==> src/rtl/j1_boot_ctrl.sv <==
// rtl/j1_boot_ctrl.sv - boot/load sequencer: framed byte-stream image loader for the j1 program RAM
module j1_boot_ctrl #(
    parameter int ADDR_W  = 14,
    parameter int TIMEOUT = 1000000
) (
    input  logic              sys_clk_i,
    input  logic              sys_rst_i,
    input  logic [7:0]        rx_data_i,
    input  logic              rx_valid_i,
    output logic              rx_ready_o,
    input  logic              halt_i,
    output logic              core_rst_o,
    output logic              ram_we_o,
    output logic [ADDR_W-1:0] ram_addr_o,
    output logic [31:0]       ram_wdata_o,
    output logic              boot_done_o,
    output logic              boot_err_o
);

    localparam logic [7:0]  SYNC_LOAD = 8'hA5;
    localparam logic [7:0]  SYNC_RUN  = 8'h5A;
    // Largest legal image, compared in 17 bits so N up to 0xFFFF is judged correctly.
    localparam logic [16:0] MAX_WORDS = 17'(2 ** ADDR_W);
    localparam int          CNT_W     = $clog2(TIMEOUT + 1);
    localparam logic [CNT_W-1:0] CNT_LAST = CNT_W'(TIMEOUT - 1);

    typedef enum logic [2:0] {
        S_IDLE,
        S_LEN_LO,
        S_LEN_HI,
        S_DATA,
        S_CSUM,
        S_RUN
    } state_t;

    state_t             r_state;
    state_t             w_state_nxt;

    logic [15:0]        r_len;
    logic [ADDR_W-1:0]  r_word_idx;
    logic [1:0]         r_byte_idx;
    logic [23:0]        r_word_buf;
    logic [7:0]         r_csum;
    logic [CNT_W-1:0]   r_idle_cnt;

    logic               r_rx_ready;
    logic               r_core_rst;
    logic               r_boot_done;
    logic               r_boot_err;
    logic               r_ram_we;
    logic [ADDR_W-1:0]  r_ram_addr;
    logic [31:0]        r_ram_wdata;

    logic               w_accept;
    logic               w_in_frame;
    logic               w_timeout;
    logic               w_last_word;
    logic [15:0]        w_len_full;
    logic               w_err_set;
    logic               w_err_clr;

    assign w_accept    = rx_valid_i & r_rx_ready;
    assign w_in_frame  = (r_state == S_LEN_LO) || (r_state == S_LEN_HI) ||
                         (r_state == S_DATA)   || (r_state == S_CSUM);
    assign w_timeout   = w_in_frame && !w_accept && (r_idle_cnt == CNT_LAST);
    assign w_last_word = (17'(r_word_idx) == (17'(r_len) - 17'd1));
    assign w_len_full  = {rx_data_i, r_len[7:0]};

    // State register.
    always_ff @(posedge sys_clk_i) begin
        if (sys_rst_i) begin
            r_state <= S_IDLE;
        end else begin
            r_state <= w_state_nxt;
        end
    end

    // Next-state decode plus error set/clear requests.
    always_comb begin
        w_state_nxt = r_state;
        w_err_set   = 1'b0;
        w_err_clr   = 1'b0;
        case (r_state)
            S_IDLE: begin
                if (w_accept) begin
                    if (rx_data_i == SYNC_LOAD) begin
                        w_state_nxt = S_LEN_LO;
                        w_err_clr   = 1'b1;
                    end else if (rx_data_i == SYNC_RUN) begin
                        w_state_nxt = S_RUN;
                    end
                end
            end
            S_LEN_LO: begin
                if (w_accept) begin
                    w_state_nxt = S_LEN_HI;
                end
            end
            S_LEN_HI: begin
                if (w_accept) begin
                    if ({1'b0, w_len_full} > MAX_WORDS) begin
                        w_state_nxt = S_IDLE;
                        w_err_set   = 1'b1;
                    end else if (w_len_full == 16'd0) begin
                        w_state_nxt = S_CSUM;
                    end else begin
                        w_state_nxt = S_DATA;
                    end
                end
            end
            S_DATA: begin
                if (w_accept && (r_byte_idx == 2'd3) && w_last_word) begin
                    w_state_nxt = S_CSUM;
                end
            end
            S_CSUM: begin
                if (w_accept) begin
                    if (rx_data_i == r_csum) begin
                        w_state_nxt = S_RUN;
                    end else begin
                        w_state_nxt = S_IDLE;
                        w_err_set   = 1'b1;
                    end
                end
            end
            S_RUN: begin
                if (halt_i) begin
                    w_state_nxt = S_IDLE;
                end
            end
            default: begin
                w_state_nxt = S_IDLE;
            end
        endcase
        // A stalled frame is abandoned regardless of where it stopped.
        if (w_timeout) begin
            w_state_nxt = S_IDLE;
            w_err_set   = 1'b1;
        end
    end

    // Status outputs are derived from the next state so they change on the same edge as the state.
    always_ff @(posedge sys_clk_i) begin
        if (sys_rst_i) begin
            r_rx_ready  <= 1'b1;
            r_core_rst  <= 1'b1;
            r_boot_done <= 1'b0;
            r_boot_err  <= 1'b0;
        end else begin
            r_rx_ready  <= (w_state_nxt != S_RUN);
            r_core_rst  <= (w_state_nxt != S_RUN);
            r_boot_done <= (w_state_nxt == S_RUN);
            if (w_err_set) begin
                r_boot_err <= 1'b1;
            end else if (w_err_clr) begin
                r_boot_err <= 1'b0;
            end
        end
    end

    // Inter-byte idle counter; only runs while a frame is open.
    always_ff @(posedge sys_clk_i) begin
        if (sys_rst_i) begin
            r_idle_cnt <= '0;
        end else if (w_accept || !w_in_frame || w_timeout) begin
            r_idle_cnt <= '0;
        end else begin
            r_idle_cnt <= r_idle_cnt + 1'b1;
        end
    end

    // Frame datapath: length capture, byte assembly, checksum and RAM write strobe.
    always_ff @(posedge sys_clk_i) begin
        if (sys_rst_i) begin
            r_len       <= '0;
            r_word_idx  <= '0;
            r_byte_idx  <= '0;
            r_word_buf  <= '0;
            r_csum      <= '0;
            r_ram_we    <= 1'b0;
            r_ram_addr  <= '0;
            r_ram_wdata <= '0;
        end else begin
            r_ram_we <= 1'b0;
            case (r_state)
                S_IDLE: begin
                    if (w_accept && (rx_data_i == SYNC_LOAD)) begin
                        r_csum <= '0;
                    end
                end
                S_LEN_LO: begin
                    if (w_accept) begin
                        r_len[7:0] <= rx_data_i;
                    end
                end
                S_LEN_HI: begin
                    if (w_accept) begin
                        r_len[15:8] <= rx_data_i;
                        r_word_idx  <= '0;
                        r_byte_idx  <= '0;
                    end
                end
                S_DATA: begin
                    if (w_accept) begin
                        r_csum     <= r_csum ^ rx_data_i;
                        r_byte_idx <= r_byte_idx + 2'd1;
                        case (r_byte_idx)
                            2'd0: r_word_buf[7:0]   <= rx_data_i;
                            2'd1: r_word_buf[15:8]  <= rx_data_i;
                            2'd2: r_word_buf[23:16] <= rx_data_i;
                            default: begin
                                // Fourth byte completes the word: strobe it out next cycle.
                                r_ram_we    <= 1'b1;
                                r_ram_addr  <= r_word_idx;
                                r_ram_wdata <= {rx_data_i, r_word_buf};
                                r_word_idx  <= r_word_idx + 1'b1;
                            end
                        endcase
                    end
                end
                default: begin
                end
            endcase
        end
    end

    assign rx_ready_o  = r_rx_ready;
    assign core_rst_o  = r_core_rst;
    assign boot_done_o = r_boot_done;
    assign boot_err_o  = r_boot_err;
    assign ram_we_o    = r_ram_we;
    assign ram_addr_o  = r_ram_addr;
    assign ram_wdata_o = r_ram_wdata;

endmodule
==> config.mk <==
export PLATFORM = sky130hd
export DESIGN_NAME = j1_boot_ctrl
export DESIGN_NICKNAME = d
export VERILOG_FILES = /design/src/rtl/j1_boot_ctrl.sv
export SDC_FILE = /design/constraint.sdc
export NUM_CORES = 1
export LEC_CHECK = 0
export ABC_AREA = 0
export CAP_MARGIN = 5
export CORE_MARGIN = 10
export CORE_UTILIZATION = 40
export DETAILED_ROUTE_END_ITERATION = 8
export PLACE_DENSITY_LB_ADDON = 0.25
export SKIP_LAST_GASP = 1
export SLEW_MARGIN = 20
export SYNTH_ARGS = -nofsm -noshare
export SYNTH_HDL_FRONTEND = slang
export SYNTH_SLANG_ARGS = --single-unit
export TNS_END_PERCENT = 100
==> constraint.sdc <==
create_clock -name sys_clk_i -period 3.7 [get_ports sys_clk_i]
set_input_delay 0.555 -clock sys_clk_i [delete_from_list [all_inputs] [get_ports sys_clk_i]]
set_output_delay 0.555 -clock sys_clk_i [all_outputs]
set_load 0.02 [all_outputs]
== After elaboration in Yosys (flattened, before gate mapping) ==
Index checks and enable logic that the tools add are counted.

* Multiplexer cells: 35
* Shift operators: 0
* Bitwise logic cells: 5
* Reduce and logical (&&, ||, !) cells: 30
* Add/sub/neg operators: 4
* Equal/unequal tests: 19
* Multipliers: 0
* Div/mod/pow operators: 0
* $lt $le $gt $ge: 1

{| class="wikitable"
|+ Operators by type and width
! cell !! number
|-
| $mux 14 || 3
|-
| $mux 3 || 12
|-
| $pmux 14 s2 || 1
|-
| $add 20x1->20 const B || 1
|-
| $eq 20x20->1 const B || 1
|-
| $pmux 3 s6 || 1
|-
| $reduce_and 3->1 || 6
|-
| $eq 14x17->1 || 1
|-
| $sub 16x1->17 const B || 1
|-
| $gt 16x15->1 const B || 1
|-
| $logic_not 16->1 || 1
|-
| $mux 8 || 2
|-
| $pmux 8 s2 || 1
|-
| $add 14x1->14 const B || 1
|-
| $mux 1 || 11
|-
| $eq 3x3->1 const B || 3
|-
| $eq 8x7->1 const B || 1
|-
| $eq 8x8->1 || 1
|-
| $eq 8x8->1 const B || 1
|-
| $ne 2x2->1 const B || 4
|-
| $xor 8x8->8 || 1
|-
| $eq 3x2->1 const B || 2
|-
| $reduce_bool 2->1 || 3
|-
| $reduce_or 3->1 || 2
|-
| 18 further kinds || 32
|}

* RAM bits: 0
* Register bits after elaboration: 137
* ROM bits: 0
* Input port bits: 12
* Output and inout port bits: 51
* Latch bits: 0
* Memories kept: 0

== Logic depth before layout (Yosys ltp) ==
* Depth after elaboration: 8
* Depth in mapped cells: 8

== Least setup slack after synthesis ==
Ideal clock, no wire load.

* Path kind: flip-flop to flip-flop
* From: register r_idle_cnt[15]
* To: register r_state[2]
* Setup time: 0.117 ns
* Path buffers: 0
* Setup slack: 1.494 ns
* Stages on the path, launching flop included: 7
* Data required time: 3.583 ns
* Data arrival time: 2.089 ns
* Period minus slack after synthesis: 2.206 ns
* Cell sequence: dfxtp_1 or4b_2 or4_4 nor4_4 a211oi_2 and2_0 a22o_1

* Longest elaborated chain between the ends: 3

{| class="wikitable"
|+ RTL lines
! what !! RTL line !! RTL
|-
| start, declared || 44 || <nowiki>logic [CNT_W-1:0] r_idle_cnt;</nowiki>
|-
| start signal, assigned || 168 || <nowiki>r_idle_cnt <= r_idle_cnt + 1'b1;</nowiki>
|-
| $eq 20x20->1 || 65 || <nowiki>assign w_timeout = w_in_frame && !w_accept && (r_idle_cnt == CNT_LAST);</nowiki>
|-
| $logic_and 1x1->1 || 65 ||
|-
| $mux 3 || 136 || <nowiki>if (w_timeout) begin</nowiki>
|-
| end signal, assigned || 74 || <nowiki>r_state <= w_state_nxt;</nowiki>
|-
| end, declared || 36 || <nowiki>state_t r_state;</nowiki>
|}

Every way passes these cells.
A chain may end at the register's enable or synchronous reset.

== Worst setup path after layout ==
* From: input rx_data_i[4]
* To: register r_boot_done, in the netlist boot_done_o

* Longest elaborated chain between the ends: 7
* Elaborated cells on any way between the ends: 16
* Those cells by class: order compare: 1; eq/ne: 4; mux: 10; reduce/logical: 1

{| class="wikitable"
|+ RTL lines
! what !! RTL line !! RTL
|-
| start, declared || 8 || <nowiki>input logic [7:0] rx_data_i,</nowiki>
|-
| branches (longest 4 deep; another with $gt 16x15->1) || - ||
|-
| $pmux 3 s6 * || 83 || <nowiki>case (r_state)</nowiki>
|-
| $mux 3 * || 136 ||
|-
| $eq 3x3->1 * || 152 || <nowiki>r_boot_done <= (w_state_nxt == S_RUN);</nowiki>
|-
| end signal, assigned || 152 ||
|-
| end, declared || 48 || <nowiki>logic r_boot_done;</nowiki>
|}

Mark *: on every way between the ends.

==> out/qor.csv <==
metric;value;unit
die area;20500;um^2
CP Class;in -> reg;
RSZ-0062 raised after global routing;false;
Root Driver;clkbuf_16;
Worst EP required;4.07;ns
vias per std cell;5.37;
Synth Instances;756;
GR Overflow Total;0;
Reg power frac;43.3;%
Internal Power;2.69;mW
Clock transition at path regs;0.06;ns
Starting Density;41.2;%
Area growth, synth to finish;23.3;%
register area;2740;um^2
Arr. time, crit path;2.97;ns
CP max FO;12;
Max-Cap Viols;0;
synth top area cells;dfxtp_1 (45%), nand2_1 (9.5%), a21oi_1 (7.9%), xnor2_1 (4.3%), nor2_1 (4.3%);
overall via count from detail_route;5349;
setup bufs post-CTS;0;
compound-cell area share of the yosys netlist;12.6;%
number of enable flip-flop cells after synthesis;0;
CTS hold repair buffers;0;
R2R depth;8;
Clk network pwr share;54.5;%
CTS Buf Count;17;
R2R Path Start;r_len[0];
Slew headroom;27.4;%
wire per inst;15.4;um
pwr dens;457;nW/um^2
Leakage;2.51;nW
Hold Path Depth;1;
Final ANT Viol Nets;0;
GP Congestion;0.834;
cell taking the most area after synthesis;dfxtp_1;
syn_area_per_cell;8.01;um^2
period utilisation layout;70.4;%
Worst Min Path Start;r_idle_cnt[0];
H-tree depth;4;
min Tclk post-route;2.60;ns
Row Count;44;
layout cells sized above 1;6.89;%
multiplexer share of the synthesized area;1.69;%
initial antenna violation count;0;
Post-Synth Adder-Cell Area;1.65;%
IO Port Bufs;62;
Reg2Reg Setup Slack;1.14;ns
I/O pins;63;
Post-route DRC;0;
register area share after synthesis;45.3;%
combinational share of power;2.1;%
Synth Cell Area;6050;um^2
xor and xnor area share after synthesis;8.39;%
post-route cell area;7460;um^2
NumNets Final;820;
Synth top area share;45.3;%
ANT cells;0;
setup tns final;0;ns
prevailing post-synth register cell;dfxtp_1;
Overall Global Routing Usage;15.2;%
Clock Skew;0.00640;ns
status;complete, no violations;
synth cell count leaders;nand2_1 (153), dfxtp_1 (137), a21oi_1 (95), nor2_1 (69), clkbuf_1 (43);
Hold Vio Cnt, Final;0;
switching power;0.715;mW
vias in the first global route;5068;
Die Span Y;143;um
Reg2Reg Capture Point;r_state[1];
simple-gate area share of the yosys netlist;26.4;%
Startpoint Class;primary input;
min-delay worst type;reg -> reg;
slew at the pin closest to its max-slew limit;1.09;ns
Area after DPL;6810;um^2
Achievable Freq;0.384;GHz
count of unique library cells instantiated by Yosys;54;
clock sink count;137;
core area;14700;um^2
Clock Tree Buf Depth;2;
count of final setup violators;0;
FILL cells;1380;
CTS tree;yes;
area of the multi-input gates;3080;um^2
TritonRoute pass-1 iters;6;
sw frac;21.0;%
Slew Viols, Final;0;
CTS resizes;0;
post-detail-place hpwl;10500;um
most common cell in the netlist;nand2_1;
asr flop ratio synth;0;%
Worst Hold End;r_idle_cnt[0];
Yosys reg bits;137;
syn_nets;776;
pin count of the biggest net entering global routing;104;
post-layout util;50.8;%
Synth Warn #;0;
Setup crit end kind;flip-flop;
first-pass GRT wire length;25200;um
final WL;15300;um
Initial DRC Count;423;
Die Width;143;um
VDD IR max;0.334;mV
Worst-Skew Late Latency;0.42;ns
largest family of logic cells by synthesized area;simple AND/OR/NAND/NOR gates;
[cell families (layout without fill, tap and decap cells)]
family / count (synthesis) / count (layout)
adders and majority gates: 8 / 8
xor gates and xnor gates: 58 / 58
AOI/OAI and AO/OA: 140 / 140
muxes: 10 / 10
buffers and inverters: 60 / 117
and+or+nand+nor: 343 / 343
DFF: 137 / 137
[state kept, by name (all words and copies together) (netlist names), 2 cells and up]
name / flops
r_len: 16
r_byte_idx: 2
r_word_idx: 14
r_idle_cnt: 20
r_csum: 8
r_word_buf: 24
ram_wdata_o: 32
ram_addr_o: 14
r_state: 3
[per-layer routing]
metal  GRT usage (%)  share of wire, %  vias to the layer above
li1                -                 -                     2655
met1            19.5                47                     2552
met2            23.3                45                      114
met3            4.28               5.7                       28
met4            6.46               2.0                        0
met5               0                 0                        -
[worst max-delay path, stage by stage]
cell and delay (ns):
clkdlybuf4s50_1 0.71, xor2_1 0.29, nor4_1 0.31, nand2_1 0.15, o311ai_0 0.65, and3_2 0.31
[cell type report]
type	instances	share of cell area, %
Multi-Input combinational cell	559	41.2
Sequential cell	137	36.8
Timing Repair Buffer	74	9.66
Clock buffer	17	5.70
Tap cell	184	3.09
Clock inverter	15	3.00
Inverter	11	0.553
[stage by stage]
stage / cells / setup WS, ns / hold WS (ns) / power, mW
2_1_floorplan: 756 / 1.49 / 0.413 / 1.55
3_3_place_gp: 965 / 0.814 / 0.425 / 1.58
3_5_place_dp: 965 / 0.722 / 0.432 / 1.58
4_1_cts: 997 / 1.16 / 0.441 / 3.44
5_1_grt: 997 / 0.911 / 0.465 / 3.50
6_report: 997 / 1.10 / 0.438 / 3.41
[how the worst max path moves through the flow]
stage                             end            from  depth (start not counted)
final                     boot_done_o    rx_data_i[4]                          6
after global routing       r_state[0]    rx_data_i[2]                          7
after CTS                  r_state[1]        r_len[0]                          8
after detailed placement  boot_done_o    rx_data_i[4]                          6
after global placement     r_state[0]    rx_data_i[0]                          7
after floorplan            r_state[2]  r_idle_cnt[15]                          6
[cells in the final DEF, fill, tap and decap left out, drive strengths merged, types with 9 or more instances in the layout]
cell,Yosys,final
nand3,42,42
dfxtp,137,137
nand4,9,9
clkdlybuf4s50,0,61
o21ai,26,26
inv,11,12
xnor2,30,30
nand3b,10,10
nand2,153,153
buf,5,13
clkbuf,44,17
nor3,11,11
xor2,28,28
nor2,69,69
a21oi,95,95
nor4,10,10
[power groups by stage]
| stage | Combinational (mW) | Clock [mW] | Sequential (mW) |
|---|---|---|---|
| 2_1_floorplan | 0.0405 | 0 | 1.51 |
| 3_3_place_gp | 0.0707 | 0 | 1.51 |
| 3_5_place_dp | 0.0718 | 0 | 1.51 |
| 4_1_cts | 0.0723 | 1.89 | 1.48 |
| 5_1_grt | 0.0787 | 1.95 | 1.48 |
| 6_report | 0.0731 | 1.86 | 1.48 |
Note: power is estimated with default switching activity, not from simulation.
